`config.mk`:
```
export PLATFORM = sky130hd
export DESIGN_NAME = branch_cmp_seq
export DESIGN_NICKNAME = d
export VERILOG_FILES = /design/src/rtl/branch_cmp_seq.sv
export SDC_FILE = /design/constraint.sdc
export NUM_CORES = 1
export LEC_CHECK = 0
export BUFFER_PORTS_ARGS = -buffer_cell sky130_fd_sc_hd__buf_2
export CAP_MARGIN = 20
export CORE_MARGIN = 1.5
export CORE_UTILIZATION = 45
export CTS_BUF_LIST = sky130_fd_sc_hd__clkbuf_8
export DETAILED_ROUTE_END_ITERATION = 10
export PLACE_DENSITY = 0.68
export SYNTH_ARGS = -nofsm -noshare
export SYNTH_HDL_FRONTEND = slang
export SYNTH_SLANG_ARGS = --single-unit
```
`constraint.sdc`:
```
create_clock -name clk -period 4.87 [get_ports clk]
set_clock_uncertainty 0.2 [all_clocks]
set_input_delay 0.7305 -clock clk [delete_from_list [all_inputs] [get_ports clk]]
set_output_delay 0.7305 -clock clk [all_outputs]
set_load 0.005 [all_outputs]
```
`src/rtl/branch_cmp_seq.sv`:
```
// Sequential branch comparator: scans operands MSB-first, SLICE bits per clock.
// Define BRCMP_EARLY_EXIT_EN to stop at the first differing slice; otherwise all NSLC slices are visited.
//
// state | meaning
// IDLE  | waiting for a request, in_ready=1
// SCAN  | comparing slice idx of the registered operands
// DONE  | result valid, held until out_ready
module branch_cmp_seq #(
    parameter int WIDTH = 32,
    parameter int SLICE = 2
) (
    input  logic             clk,
    input  logic             rst,
    input  logic             in_valid,
    output logic             in_ready,
    input  logic [WIDTH-1:0] rs1,
    input  logic [WIDTH-1:0] rs2,
    input  logic [2:0]       funct3,
    output logic             out_valid,
    input  logic             out_ready,
    output logic             taken,
    output logic             a_gt_b,
    output logic             a_eq_b,
    output logic             a_lt_b,
    output logic             illegal
);

    localparam int NSLC = WIDTH / SLICE;
    localparam int IW   = (NSLC > 1) ? $clog2(NSLC) : 1;

    localparam logic [1:0] ST_IDLE = 2'd0;
    localparam logic [1:0] ST_SCAN = 2'd1;
    localparam logic [1:0] ST_DONE = 2'd2;

    logic [1:0]       state_q,   state_d;
    logic [IW-1:0]    idx_q,     idx_d;
    logic [WIDTH-1:0] opa_q,     opa_d;
    logic [WIDTH-1:0] opb_q,     opb_d;
    logic [2:0]       f3_q,      f3_d;
    logic             found_q,   found_d;
    logic             gt_q,      gt_d;
    logic             eq_q,      eq_d;
    logic             lt_q,      lt_d;
    logic             taken_q,   taken_d;
    logic             illegal_q, illegal_d;

    logic [SLICE-1:0] a_sl;
    logic [SLICE-1:0] b_sl;
    logic             fin;

    function automatic logic decode_taken(input logic [2:0] f, input logic eq, input logic lt);
        case (f)
            3'b000:  decode_taken = eq;
            3'b001:  decode_taken = ~eq;
            3'b100:  decode_taken = lt;
            3'b101:  decode_taken = ~lt;
            3'b110:  decode_taken = lt;
            3'b111:  decode_taken = ~lt;
            default: decode_taken = 1'b0;
        endcase
    endfunction

    assign in_ready  = (state_q == ST_IDLE) && !rst;
    assign out_valid = (state_q == ST_DONE);
    assign taken     = taken_q;
    assign a_gt_b    = gt_q;
    assign a_eq_b    = eq_q;
    assign a_lt_b    = lt_q;
    assign illegal   = illegal_q;

    assign a_sl = opa_q[idx_q*SLICE +: SLICE];
    assign b_sl = opb_q[idx_q*SLICE +: SLICE];

    always_comb begin
        state_d   = state_q;
        idx_d     = idx_q;
        opa_d     = opa_q;
        opb_d     = opb_q;
        f3_d      = f3_q;
        found_d   = found_q;
        gt_d      = gt_q;
        eq_d      = eq_q;
        lt_d      = lt_q;
        taken_d   = taken_q;
        illegal_d = illegal_q;
        fin       = 1'b0;

        case (state_q)
            ST_IDLE: begin
                if (in_valid && in_ready) begin
                    opa_d = rs1;
                    opb_d = rs2;
                    // Flipping the sign bits turns signed order into unsigned order.
                    if (!funct3[1]) begin
                        opa_d[WIDTH-1] = ~rs1[WIDTH-1];
                        opb_d[WIDTH-1] = ~rs2[WIDTH-1];
                    end
                    f3_d      = funct3;
                    idx_d     = IW'(NSLC - 1);
                    found_d   = 1'b0;
                    gt_d      = 1'b0;
                    eq_d      = 1'b0;
                    lt_d      = 1'b0;
                    taken_d   = 1'b0;
                    illegal_d = 1'b0;
                    state_d   = ST_SCAN;
                end
            end
            ST_SCAN: begin
                if (!found_q && (a_sl > b_sl)) begin
                    gt_d    = 1'b1;
                    found_d = 1'b1;
                end else if (!found_q && (a_sl < b_sl)) begin
                    lt_d    = 1'b1;
                    found_d = 1'b1;
                end
`ifdef BRCMP_EARLY_EXIT_EN
                fin = (idx_q == '0) || (a_sl != b_sl);
`else
                fin = (idx_q == '0);
`endif
                if (fin) begin
                    eq_d      = ~found_d;
                    taken_d   = decode_taken(f3_q, ~found_d, lt_d);
                    illegal_d = (f3_q[2:1] == 2'b01);
                    state_d   = ST_DONE;
                end else begin
                    idx_d = idx_q - IW'(1);
                end
            end
            ST_DONE: begin
                if (out_ready) begin
                    idx_d   = IW'(NSLC - 1);
                    state_d = ST_IDLE;
                end
            end
            default: state_d = ST_IDLE;
        endcase
    end

    always_ff @(posedge clk) begin
        if (rst) begin
            state_q   <= ST_IDLE;
            idx_q     <= IW'(NSLC - 1);
            opa_q     <= '0;
            opb_q     <= '0;
            f3_q      <= '0;
            found_q   <= 1'b0;
            gt_q      <= 1'b0;
            eq_q      <= 1'b0;
            lt_q      <= 1'b0;
            taken_q   <= 1'b0;
            illegal_q <= 1'b0;
        end else begin
            state_q   <= state_d;
            idx_q     <= idx_d;
            opa_q     <= opa_d;
            opb_q     <= opb_d;
            f3_q      <= f3_d;
            found_q   <= found_d;
            gt_q      <= gt_d;
            eq_q      <= eq_d;
            lt_q      <= lt_d;
            taken_q   <= taken_d;
            illegal_q <= illegal_d;
        end
    end

endmodule

```
After elaboration in Yosys (flattened, before gate mapping):

Index checks and enable logic that the tools add are counted.

* equal/unequal tests: 13
* shifts and indexed selects: 2
* $lt $le $gt $ge: 2
* bitwise operators: 4
* reductions and logical operators: 19
* add/subtract/negate cells: 1
* mux-type cells: 28

Operators by type and width (number)
* $shiftx 32x6->2: 2
* $mux 1: 13
* $eq 3x3->1 const B: 4
* $mux 4: 3
* $pmux 1 s2: 6
* $pmux 4 s3: 1
* $reduce_and 3->1: 3
* $mux 2: 3
* $ne 2x2->1 const B: 3
* $pmux 2 s3: 1
* $eq 2x1->1 const B: 2
* $logic_and 1x1->1: 4
* $logic_not 4->1: 1
* $ne 2x1->1 const B: 2
* $not 1->1: 4
* $pmux 1 s4: 1
* $reduce_and 2->1: 2
* $reduce_and 4->1: 1
* $reduce_or 2->1: 2
* $sub 4x1->4 const B: 1
* $eq 3x1->1 const B: 1
* $logic_not 3->1: 1
* $reduce_bool 3->1: 1
* $eq 2x2->1 const B: 1
* 5 further kinds: 6

* register bits after elaboration: 79
* input bits: 71
* logic and storage cells: 80

Depth between registers and ports, before layout:

Gate-level depths: netlist of the first run.

* depth in word-level cells: 10
* mapped depth: 11
* mapped depth without buffers: 9

Worst setup path before layout of the first run:

No wires, ideal clock.

* path type: reg2reg
* start: register idx_q[0]
* end: register taken_q, in the netlist taken
* stages on the path, launching flop included: 11
* arrival: 2.495 ns
* slack: 2.058 ns
* required time: 4.554 ns
* library setup time: 0.116 ns
* clock period less this slack: 2.812 ns
* cells stage by stage: dfxtp_1 > buf_4 > mux4_2 > nor2b_1 > a211oi_1 > a31oi_1 > ha_1 > nor2b_1 > o31ai_1 > a221o_1 > a31o_2

* cells in the longest elaborated chain, start to end: 10
* elaborated cells between the ends (all ways): 20
* classes of those cells: 2 x order compare; 1 x eq/ne; 2 x shift; 9 x mux; 2 x bitwise; 4 x reduce/logical

RTL lines
* start, declared: RTL line 36 `logic [IW-1:0] idx_q, idx_d;`
* start signal, assigned: RTL line 144 `idx_q <= IW'(NSLC - 1);`
* start signal, assigned: RTL line 156 `idx_q <= idx_d;`
* $shiftx 32x6->2 (on tied branches): RTL line 71, 72
* $lt 2x2->1: RTL line 113 `end else if (!found_q && (a_sl < b_sl)) begin`
* $logic_and 1x1->1: RTL line 113
* $mux 1: RTL line 113
* $mux 1: RTL line 110 `if (!found_q && (a_sl > b_sl)) begin`
* $mux 1: RTL line 88 `case (state_q)`
* $not 1->1 (on tied branches): RTL line 56, 58, 124
* $pmux 1 s4: RTL line 52 `case (f)`
* $mux 1: RTL line 122 `if (fin) begin`
* $pmux 1 s2: RTL line 88
* end signal, assigned: RTL line 164 `taken_q <= taken_d;`
* end, declared: RTL line 44 `logic taken_q, taken_d;`

Several ways; a longest one is shown, not always the timed one. The select of a mux whose other input is x is not followed.
A chain may end at the register's enable or synchronous reset.

Final worst setup path of the first run:

Ends and elaborated chain as after synthesis.

==> results of run 1 <==
## report_power, final
part / switching [mW] / internal (mW) / leakage [nW]
Sequential: 0.0309 / 0.690 / 0.649
Clock: 0.227 / 0.327 / 0.118
Combinational: 0.0854 / 0.0987 / 1.26
Total: 0.343 / 1.12 / 2.03
## logic make-up after synthesis
logic type               after synthesis  synth area share
flip-flops                            79             0.433
AND/OR/NAND/NOR                      241             0.336
XOR/XNOR                               3           0.00720
multiplexers                          19             0.108
buffers and inverters                 36            0.0462
AO/OA/AOI/OAI                         29            0.0558
adder cells (fa/ha/maj)                4            0.0137
## state kept, by name (all words and copies together) (netlist names)
signal,flops
a_gt_b,1
a_lt_b,1
idx_q,4
opb_q,32
taken,1
found_q,1
illegal,1
opa_q,32
state_q,2
f3_q,3
a_eq_b,1
## layer usage
metal | track usage | vias to the layer above
li1 | - | 1513
met1 | 0.249 | 1357
met2 | 0.291 | 74
met3 | 0.0325 | 12
met4 | 0.0884 | 0
met5 | 0 | -
## worst max-delay path by stage
stage                               endpoint  slack [ps]  cells after the start
after global placement    taken$_SDFFE_PP0P_        1450                     10
after CTS                 taken$_SDFFE_PP0P_        1360                     10
final                     taken$_SDFFE_PP0P_        1430                     10
after detailed placement  taken$_SDFFE_PP0P_        1380                     10
after floorplan           taken$_SDFFE_PP0P_        2060                     10
after global routing      taken$_SDFFE_PP0P_        1190                     10
## cell usage after synthesis (all sizes together), types with 3 or more instances
cell | number | area, um^2
nor2 | 6 | 22.5
mux4 | 16 | 360
ha | 4 | 50.1
dfxtp | 79 | 1580
a21oi | 9 | 45.0
nand2 | 144 | 541
clkbuf | 14 | 52.6
nand2b | 5 | 31.3
o21ai | 6 | 30.0
inv | 4 | 15.0
nand3b | 66 | 495
nand3 | 3 | 15.0
buf | 18 | 101
nor3 | 3 | 15.0
nor2b | 6 | 37.5
## metrics by stage
step / instance area (um^2) / utilization / hold WS [ps]
detailed placement: 4050 / 0.519 / 253
finish: 4300 / 0.551 / 259
floorplan: 3650 / - / 246
CTS: 4280 / 0.548 / 263
global placement: 4050 / 0.519 / 241
global route: 4300 / 0.551 / 281
## worst max-delay path: cells and delay by family, from the launching register on
kind | cells | cell delay [ps]
AND/OR/NAND/NOR | 3 | 310
flip-flops | 1 | 800
multiplexers | 1 | 530
AO/OA/AOI/OAI | 4 | 860
buffers and inverters | 1 | 340
adder cells (fa/ha/maj) | 1 | 290
## layout make-up
cell class | instances | share of cell area
clock buffer | 12 | 0.0384
clock inverter | 3 | 0.0151
tap | 102 | 0.0297
sequential | 79 | 0.368
inverter | 4 | 0.00349
timing repair buffer | 82 | 0.101
multi-input combinational | 296 | 0.444
==> results by stage, run 1 <==
Finish:
- The number of antenna diodes is 0.
- In the layout the commonest cells are 144 x sky130_fd_sc_hd__nand2_1, 79 x sky130_fd_sc_hd__dfxtp_1, 77 x sky130_fd_sc_hd__buf_2.
- Relative to the synthesized area, the layout overhead comes to 17.7%.
- Of the cells placed in the final design, the portion with a size suffix greater than 1 is 0.254.
- At the end of the flow, the number of nets in the layout was 547.
- The most common cell after layout, fill and taps aside is sky130_fd_sc_hd__nand2_1.
- After the flow finishes, the layout carries non-filler instances totaling 578.
- The multi-input logic area is 0.00191 mm^2.
- The register area is 0.00158 mm^2.
- Fill cells in the final layout number 742.

Clock network:
- The number of buffers inserted during clock tree synthesis is 9.
- Counting along the longest clock path gives a buffer depth of 2.
- The clock sink total is 79.
- The number of buffers added to fix hold violations after cts is 0.
- Clock-pin slew was measured on the worst setup and hold paths at 80 ps.
- The CTS tree is done.
- In this run the clock root is driven by a sky130_fd_sc_hd__clkbuf_8.
- The H-tree was split into 3 levels.
- The number of buffers added for setup after CTS is 0.
- Gates resized during post-CTS repair numbered 0.
- For the worst-skew pair, the clock arrives at the later sink with an insertion delay of 340 ps.

STA:
- The worst slew margin relative to its limit is 0.321.
- Of the available clock period, the critical path in the final layout requires 0.705.
- Setup total negative slack on the finished layout was measured at 0 ps.
- The setup violation total in the final timing report is 0.
- The slew at the pin closest to its max-slew limit is 1020 ps.
- The post-layout minimum cycle time is 3440 ps.
- The max-slew violation count is 0.
- The worst setup slack after layout is 1430 ps.
- Setup repair after global routing left no endpoint under its margin.
- Static timing analysis puts the maximum clock frequency at 0.291 GHz.
- The hold violation total from the final report is 0.

Setup path:
- The most critical setup path has its startpoint at idx_q[0]$_SDFFE_PP1P_.
- The kind of end point of the critical path is a flop.
- In this run the worst path has a maximum fanout of 11.
- The critical register-to-register path endpoint is taken$_SDFFE_PP0P_.
- The worst register-to-register path has a setup slack of 1430 ps.
- For this run, the slowest stage of the critical path takes 800 ps.
- For the worst setup path, the data arrival time is 3470 ps.
- The critical path is of the flop to flop type.
- Counting cells, the worst reg-to-reg path comes to 10.
- For the worst setup path, the data required time is 4910 ps.
- The standard cell with the maximum stage delay on the critical path is sky130_fd_sc_hd__dfxtp_1.
- STA classifies the critical path startpoint as a flop.
- The critical path goes through buf_4 > mux4_2 > nand2_1 > nand3_1 > o21ai_0 > ha_1 > nor2b_1 > o31ai_1 > o221ai_1 > a31o_2.
- The origin of the critical flop-to-flop path is idx_q[0]$_SDFFE_PP1P_.

Detailed routing:
- The routed via count is 2956.
- The routed wire length is 7740 um.
- The number of violations reported at the end of detailed-routing iteration 0 is 119.
- The post-detailed-route via-to-cell ratio is 5.11.
- The wire length on met1 is 3690 um.
- The number of optimization iterations in the first detailed-route pass is 4.
- The detail route stage leaves a number of antenna-violating nets equal to 0.
- Dividing the detail-routed wire length by the instance count gives 13.4 um.
- Detailed routing placed a total of 387 um of wire on met3.
- The routed design uses 3510 um of met2 wire.
- Signal routing reaches up to met4.
- After detailed routing, the number of remaining DRC violations is 0.

Pwr:
- The leakage power summed over all cells is 2.03 nW.
- The largest voltage drop on the vdd net is 0.000192 V.
- The post-layout total power is 1.46 mW.
- Dividing total power by cell area gives a power density of 339 mW/mm^2.

Place:
- The final weighted congestion in routability-driven placement is 0.750.
- Port buffering added 77 buffers.
- Counting tap cells, the placed design contains a total of 562 instances.
- Timing analysis after detailed placement gives a worst setup slack of 1380 ps.
- The HPWL after detailed placement is 5240 um.

Global route:
- The largest net degree at the start of global routing is 82.
- The global router's overall resource usage is 0.186.
- The via count of the first global-routing pass is 2707.
- The total congestion overflow is 0.
- The global-route wire length before repair is 12700 um.
- The initial antenna violation count came to 0.

Floorplanning:
- The total core area is 0.00781 mm^2.
- The floorplan has 32 rows.
- The initial standard-cell utilization of the core is 0.468.
- The x dimension of the die is 93.1 um.
- The die extent in y is 93.1 um.
- The count of boundary I/O pins is 78.
- The die covers 0.00867 mm^2.

Logic synthesis:
- The cell area after technology mapping is 0.00365 mm^2.
- The top flip-flop cell by instance count after synthesis is sky130_fd_sc_hd__dfxtp_1.
- The number of synthesized register bits is 79.
- A synthesized cell averages 8.89 um^2.
- The fraction of registers with async set or reset after synthesis is 0.
- The synthesized design contains 0 enable-type register cells.
- For this run, the register share of the synthesized area comes to 0.433.
- The number of warnings issued by yosys is 0.
- The net count after synthesis is 486.
- The number of distinct library cells after synthesis is 40.
- After technology mapping, the gate count stands at 411.

Hold path:
- The type of the most critical hold path is flop to flop.
- The worst hold path stage count is 2.
- The worst hold path begins at a_gt_b$_SDFFE_PP0P_.
- The path with the worst hold slack has its endpoint at a_gt_b$_SDFFE_PP0P_.

Status:
- The run finished with clean final reports.

Job:
- The number of max-cap violations is 0.
No activity file was read; power rests on OpenSTA's default activity.
==> run 2: changes to the inputs <==
--- a/config.mk
+++ b/config.mk
@@ -11,7 +11,7 @@
 export CORE_UTILIZATION = 45
 export CTS_BUF_LIST = sky130_fd_sc_hd__clkbuf_8
 export DETAILED_ROUTE_END_ITERATION = 10
-export PLACE_DENSITY = 0.68
+export PLACE_DENSITY = 0.71
 export SYNTH_ARGS = -nofsm -noshare
 export SYNTH_HDL_FRONTEND = slang
 export SYNTH_SLANG_ARGS = --single-unit
==> constraint.sdc (replaced) <==
create_clock -name clk -period 3 [get_ports clk]
set_clock_uncertainty 0.2 [all_clocks]
set_input_delay 0.45 -clock clk [delete_from_list [all_inputs] [get_ports clk]]
set_output_delay 0.45 -clock clk [all_outputs]
set_load 0.005 [all_outputs]
==> run 2 against run 1 <==
Register-to-register slack worse by 1300 ps. Worst hold slack worse by 180 ps. Non-clock buffer count up 12. Fmax up 19%. Sequential share of layout area down 0.84 points. Final cell count up 2.2%. Cell area up 2.5%. Critical path depth unchanged. Setup slack worse by 1300 ps. Clock power up 55%. Critical path type unchanged.
==> results by stage, run 2 (synthesis gave the netlist of run 1 again) <==
Global route:
- The initial antenna violation count is 0.
- The first global-routing pass estimated 13500 um of wire.
- The global router's overall resource usage is 0.198.
- The via count of the first global-routing pass is 2839.
- Entering global routing, the biggest net connects 81 pins.
- The total congestion overflow is 0.

Hold path:
- The start point of the worst hold path is rs2[22].
- The worst hold path stage count is 3.
- The path with the worst hold slack has its endpoint at opb_q[22]$_SDFFE_PP0P_.
- The path class of the tightest hold or removal check is input pin to flop.

Place:
- Port buffering added 77 buffers.
- Detailed placement finished with a half-perimeter wire length of 5390 um.
- The congestion estimate from routability-driven global placement came to 0.851.
- The placed cell count is 566.

Clock network:
- The number of H-tree levels is 3.
- The CTS tree is done.
- In this run the clock root is driven by a sky130_fd_sc_hd__clkbuf_8.
- After clock tree synthesis, the clock-pin slew on the worst setup and hold paths is 80 ps.
- The clock sink total is 79.
- Hold repair after CTS inserted 0 buffers.
- The clock reaches the later pin of the worst-skew pair after 350 ps.
- The number of buffers inserted during clock tree synthesis is 9.
- In this run the deepest clock path goes through 2 buffers.

Setup path:
- STA puts the critical path data required time at 3050 ps.
- The kind of end point of the critical path is a flop.
- The worst setup path is launched from a flop.
- The cell depth of the worst flop-to-flop path is 10.
- In this run the critical register-to-register path is launched from idx_q[0]$_SDFFE_PP1P_.
- The critical register-to-register path endpoint is taken$_SDFFE_PP0P_.
- The category of the critical setup timing path is flop to flop.
- The highest fanout seen on the critical path is 7.
- The worst reg-to-reg setup slack is 120 ps.
- At the worst endpoint, the arrival time is 2930 ps.

Finish:
- The filler cell count is 724.
- Of the cells placed in the final design, the portion with a size suffix greater than 1 is 0.288.
- The utilization of the core after routing is 0.565.
- Relative to the synthesized area, the layout overhead comes to 20.7%.
- In the layout the commonest cells are 144 x sky130_fd_sc_hd__nand2_1, 77 x sky130_fd_sc_hd__dfxtp_1, 77 x sky130_fd_sc_hd__buf_2.
- In the final layout, the registers with the most flip-flops are opa_q (32), opb_q (32), idx_q (4).
- Leaving out fill and tap cells, the most frequent cell in the layout is sky130_fd_sc_hd__nand2_1.
- The layout net count is 559.
- The number of antenna diodes is 0.
- The final non-filler cell total is 591.

Pwr:
- The largest voltage drop on the vdd net is 0.000268 V.
- The leakage power summed over all cells is 2.08 nW.
- For this design the ratio of total power to cell area is 537 mW/mm^2.

STA:
- Measured against its own limit, the worst slew margin works out to 0.522.
- Setup violations remaining at the end of the flow were counted as 0.
- Dividing the final minimum period by the clock period gives 0.960.
- Static timing analysis puts the maximum clock frequency at 0.347 GHz.
- The sum of negative setup slack is 0 ps.
- The max-slew violation count came to 0.
- The hold violation total from the final report is 0.
- At the pin with the least slew margin, the transition time is 716 ps.
- The post-layout minimum cycle time is 2880 ps.

Floorplanning:
- The die extent in y is 93.1 um.
- The area enclosed by the die boundary is 0.00867 mm^2.
- The count of boundary I/O pins is 78.
- For this configuration, the core starts out at a cell density of 0.468.
- The floorplan has 32 rows.
- The x dimension of the die is 93.1 um.
- The core region is 0.00781 mm^2.

Detailed routing:
- The number of violations reported at the end of detailed-routing iteration 0 is 164.
- Dividing the detail-routed wire length by the instance count gives 13.9 um.
- The remaining antenna violation count after routing is 0.
- The number of optimization iterations in the first detailed-route pass is 4.
- The post-detailed-route via-to-cell ratio is 5.16.
- The routed via count is 3052.
- For this run, design rule violations remaining after detail routing come to 0.
- The final layout contains routed wiring with a total length of 8210 um.

Job:
- The number of max-cap violations is 0.

Status:
- The flow ran to the end, and the final reports show no timing, DRC or antenna violations.
## run 2: worst max path at each step
stage,start,to,slack [ps],cells past startpoint
floorplan,idx_q[0]$_SDFFE_PP1P_,taken$_SDFFE_PP0P_,190,10
global placement,idx_q[0]$_SDFFE_PP1P_,taken$_SDFFE_PP0P_,30,10
detailed placement,idx_q[0]$_SDFFE_PP1P_,taken$_SDFFE_PP0P_,-60,10
CTS,idx_q[0]$_SDFFE_PP1P_,taken$_SDFFE_PP0P_,20,10
global route,idx_q[0]$_SDFFE_PP1P_,taken$_SDFFE_PP0P_,-10,12
finish,idx_q[0]$_SDFFE_PP1P_,taken$_SDFFE_PP0P_,120,10
## run 2: cell type report
class	count	area [um^2]	share of cell area
Multi-Input combinational cell	296	1940	0.441
Tap cell	102	128	0.0290
Timing Repair Buffer	94	526	0.119
Sequential cell	79	1580	0.359
Inverter	4	15.0	0.00341
Clock inverter	7	87.6	0.0199
Clock buffer	9	124	0.0281
## run 2: timing repair
item | CTS | global route
buffers inserted | 0 | 9
setup endpoints to repair | 1 | 2
resized for setup | 3 | 7
pin swaps | 0 | 2
## run 2: per-stage QoR
stage	total power [mW]	instance area (um^2)	hold WS [ps]	setup slack, ps
final	2.37	4410	74.0	121
after global routing	2.47	4410	68.0	-9.53
after CTS	2.35	4310	67.3	19.8
after detailed placement	1.50	4090	245	-57.5
after global placement	1.49	4090	243	32.1
after floorplan	1.40	3650	246	188
## run 2: power breakdown
group	internal [mW]	switching, mW	total [mW]
Combinational	0.186	0.156	0.343
Clock	0.462	0.395	0.858
Sequential	1.12	0.0484	1.17
## run 2: worst max-delay path: stages, from the launching register on
cell,delay (ps)
sky130_fd_sc_hd__dfxtp_2,360
sky130_fd_sc_hd__buf_12,120
sky130_fd_sc_hd__buf_4,150
sky130_fd_sc_hd__mux4_2,500
sky130_fd_sc_hd__mux2_2,280
sky130_fd_sc_hd__o21ai_1,150
sky130_fd_sc_hd__ha_2,220
sky130_fd_sc_hd__nor2b_1,160
sky130_fd_sc_hd__nor3_2,80
sky130_fd_sc_hd__a221o_1,330
sky130_fd_sc_hd__a31o_2,230
## run 2: routing by layer
metal | part of all wire | vias up | GRT usage
met4 | 0.013 | 0 | 0.0720
met1 | 0.47 | 1423 | 0.271
met5 | 0 | - | 0
met2 | 0.47 | 81 | 0.306
met3 | 0.050 | 9 | 0.0447
li1 | - | 1539 | -
==> run 3: changes to the inputs <==
--- a/config.mk
+++ b/config.mk
@@ -5,9 +5,9 @@
 export SDC_FILE = /design/constraint.sdc
 export NUM_CORES = 1
 export LEC_CHECK = 0
+export ABC_AREA = 1
 export BUFFER_PORTS_ARGS = -buffer_cell sky130_fd_sc_hd__buf_2
 export CAP_MARGIN = 20
-export CORE_MARGIN = 1.5
 export CORE_UTILIZATION = 45
 export CTS_BUF_LIST = sky130_fd_sc_hd__clkbuf_8
 export DETAILED_ROUTE_END_ITERATION = 10
==> run 3 against run 2 <==
Critical path depth is 6 higher. Flip-flop and latch count stayed put. Largest power group unchanged. Clock power is 12% lower. Register-to-register slack better by 380 ps. Critical path type unchanged. Via count is 12% higher. Sequential power hardly changed. Wire length is 3.8% higher.
==> results by stage, run 3 <==
Status:
- The flow ran to the end, and the final reports show no timing, DRC or antenna violations.

Finish:
- The most common cell after layout, fill and taps aside is sky130_fd_sc_hd__nand2_1.
- The layout net count is 634.
- Leaving out filler cells and counting taps, the final layout contains 666.
- In the layout the commonest cells are 105 x sky130_fd_sc_hd__nand2_1, 79 x sky130_fd_sc_hd__dfxtp_1, 77 x sky130_fd_sc_hd__buf_2.
- The utilization of the core after routing is 0.542.
- In the final layout, the share of cells above drive strength 1 is 0.200.
- The post-route standard cell area excluding fillers is 0.00419 mm^2.
- In the final layout, the registers with the most flip-flops are opa_q (32), opb_q (32), idx_q (4).
- The growth of design area from synthesis to finish is 16.4%.
- The number of antenna diodes in the final layout is 0.

Clock network:
- CTS saw 79 sinks.
- The CTS tree is done.
- At the later pin of the worst-skew pair, clock insertion delay measures 350 ps.
- The number of H-tree levels is 3.
- The number of buffers added for setup after CTS is 0.
- The number of buffers inserted during clock tree synthesis is 9.
- The clock-pin slew on the worst setup and hold paths is 80 ps.
- Post-CTS repair changed the size of 0 cells.
- The root buffer cell is sky130_fd_sc_hd__clkbuf_8.
- The number of buffers added to fix hold violations after cts is 0.
- The clock passes through at most 2 buffers.

STA:
- Subtracting the final worst setup slack from the clock period gives 2500 ps.
- The worst setup slack after layout is 500 ps.
- Static timing analysis puts the maximum clock frequency at 0.400 GHz.
- The worst pin sits at a relative slew slack of 0.570.
- At the pin with the least slew margin, the transition time is 645 ps.
- The max-slew violation count came to 0.
- The sum of negative setup slack is 0 ps.
- The final clock period utilization by the worst path is 0.833.
- Setup repair after global routing left no endpoint under its margin.
- The hold violation total from the final report is 0.
- The setup violation total in the final timing report is 0.
- Final hold analysis gives a worst-case slack of 94.1 ps.

Logic synthesis:
- The cell area after technology mapping is 0.00360 mm^2.
- The number of warnings issued by yosys is 0.
- The synthesized area divided by synthesized cell count is 7.25 um^2.
- Of all flip-flops after synthesis, the portion carrying an async set or reset was 0.
- The share of the Yosys chip area taken by registers is 0.439.
- Counting flops with a built-in enable in the synthesized netlist gives 0.
- Sorting the synthesized cells by how often they occur yields 105 x sky130_fd_sc_hd__nand2_1, 79 x sky130_fd_sc_hd__dfxtp_1, 67 x sky130_fd_sc_hd__o21ai_0.
- The top flip-flop cell by instance count after synthesis is sky130_fd_sc_hd__dfxtp_1.
- The number of synthesized register bits is 79.
- The number of nets handed over by synthesis was 572.
- Of all cell types, the one taking the most synthesized area is sky130_fd_sc_hd__dfxtp_1.
- In this run, distinct cell masters in the synthesized netlist total 30.
- After synthesis, the cell types taking the most area are sky130_fd_sc_hd__dfxtp_1 44%, sky130_fd_sc_hd__nand2_1 11%, sky130_fd_sc_hd__o21ai_0 9.3%.
- The cell count after synthesis came out at 497.
- The leading cell type by number of instances after synthesis is sky130_fd_sc_hd__nand2_1.
- Of the post-synthesis cell area, the dominant cell type holds 0.439.

Global route:
- The total congestion overflow is 0.
- The via count of the first global-routing pass is 3103.
- Across every metal layer, demand over resource in global routing totals 0.217.
- Entering global routing, the biggest net connects 73 pins.
- The initial antenna violation count was 0.
- The global-route wire length before repair is 14400 um.

Setup path:
- The worst setup path is launched from a flop.
- The standard cell with the maximum stage delay on the critical path is sky130_fd_sc_hd__buf_4.
- The largest stage delay on the critical path is 350 ps.
- The arrival time at the worst endpoint is 2590 ps.
- The critical path goes through buf_4 > nor2_1 > nor2_1 > o21ai_0 > nand3_1 > nand2_1 > o21ai_0 > nor2_1 > ha_1 > nand2_1 > nand3_1 > nand2_1 > nand2_1 > nand3_1 > nand3_1 > a21oi_1.
- The critical path in this run is classified as flop to flop.
- STA puts the critical path data required time at 3090 ps.
- The gate family responsible for the most delay along the worst path is simple AND/OR/NAND/NOR gates.
- The highest fanout seen on the critical path is 39.
- The kind of end point of the critical path is a flop.
- The worst path buffer plus inverter count is 1.

Pwr:
- The leakage power summed over all cells is 1.94 nW.
- The largest voltage drop on the vdd net is 0.000251 V.
- For this design the ratio of total power to cell area is 576 mW/mm^2.
- The post-layout total power is 2.41 mW.

Floorplanning:
- The initialized floorplan defines 32 standard-cell rows.
- The count of boundary I/O pins is 78.
- The floorplan step set the die width to 91.5 um.
- The total core area is 0.00773 mm^2.
- The initial standard-cell utilization of the core is 0.466.
- The floorplan step defined a die boundary enclosing 0.00836 mm^2.
- Measured along the y axis, the die boundary spans 91.5 um.

Hold path:
- The worst hold path belongs to the class input pin to flop.

Detailed routing:
- The remaining antenna violation count after routing is 0.
- In the routed design, unresolved DRC markers number 0.
- For this run, the detailed router's first-pass iteration total came to 7.
- The average routed wire per standard cell is 12.8 um.
- The number of violations reported at the end of detailed-routing iteration 0 is 229.
- Using the TritonRoute via totals, the vias-per-cell ratio works out to 5.12.
- The routed via count is 3409.
- Wires add up to 8520 um.

Place:
- The placement-stage worst setup slack is 532 ps.
- The placed cell count is 650.
- The count of buffers from port buffering is 77.
- The congestion estimate from routability-driven global placement came to 0.890.
- The HPWL after detailed placement is 6080 um.
- Once placement finished, the instance area stood at 0.00400 mm^2.

Job:
- The number of max-cap violations is 0.
==> run 3: changes by cell type after synthesis, sizes merged, moves of 6 or more <==
| cell | delta |
|---|---|
| nand3 | +57 |
| buf | +6 |
| mux4 | -16 |
| a21oi | +57 |
| inv | +45 |
| o21ai | +64 |
| nor2b | -6 |
| nand3b | -66 |
| nor2 | +8 |
| nand2 | -38 |
==> run 3: area by class of cell <==
cell class | instances | area, um^2
fillers | 782 | 3540
multi-input cells | 334 | 1650
flip-flops and latches | 79 | 1580
repair buffers | 85 | 445
inverters | 50 | 189
clock buffers | 12 | 165
well taps | 102 | 128
clock inverters | 4 | 28.8
==> run 3: cell families after synthesis <==
kind of cell	after synthesis	share of synthesized area
AO/OA/AOI/OAI	145	0.210
XOR/XNOR	3	0.00730
adder cells (fa/ha/maj)	4	0.0139
buffers and inverters	84	0.104
flip-flops	79	0.439
AND/OR/NAND/NOR	182	0.226
==> run 3: worst register-to-register path: cells and delay by family (launching register included) <==
family	cells	cell delay, ps
compound gates	3	360
fa+ha+maj	1	290
buf+inv	1	350
flops	1	340
simple gates	11	890
==> run 3: final timing paths <==
path / depth (start not counted) / end / startpoint / slack [ps]
worst max-delay path: 16 / taken$_SDFFE_PP0P_ / idx_q[0]$_SDFFE_PP1P_ / 500
worst min register to register: 2 / opa_q[30]$_SDFFE_PP0P_ / opa_q[30]$_SDFFE_PP0P_ / 250
worst max register to register: 16 / taken$_SDFFE_PP0P_ / idx_q[0]$_SDFFE_PP1P_ / 500
worst min-delay path: 3 / opb_q[0]$_SDFFE_PP0P_ / rs2[0] / 90
==> run 3: report_power, final <==
group          leakage (nW)  switching (mW)  internal [mW]  total [mW]
clock                0.0946           0.384          0.368       0.752
combinational          1.20           0.302          0.182       0.484
sequential            0.649          0.0457           1.13        1.18
==> run 3: layer usage <==
layer,track usage,vias to the layer above,part of all wire
met2,0.325,106,0.43
met3,0.0469,10,0.057
met5,0,-,0
met4,0.0622,0,0.013
li1,-,1763,-
met1,0.312,1530,0.50
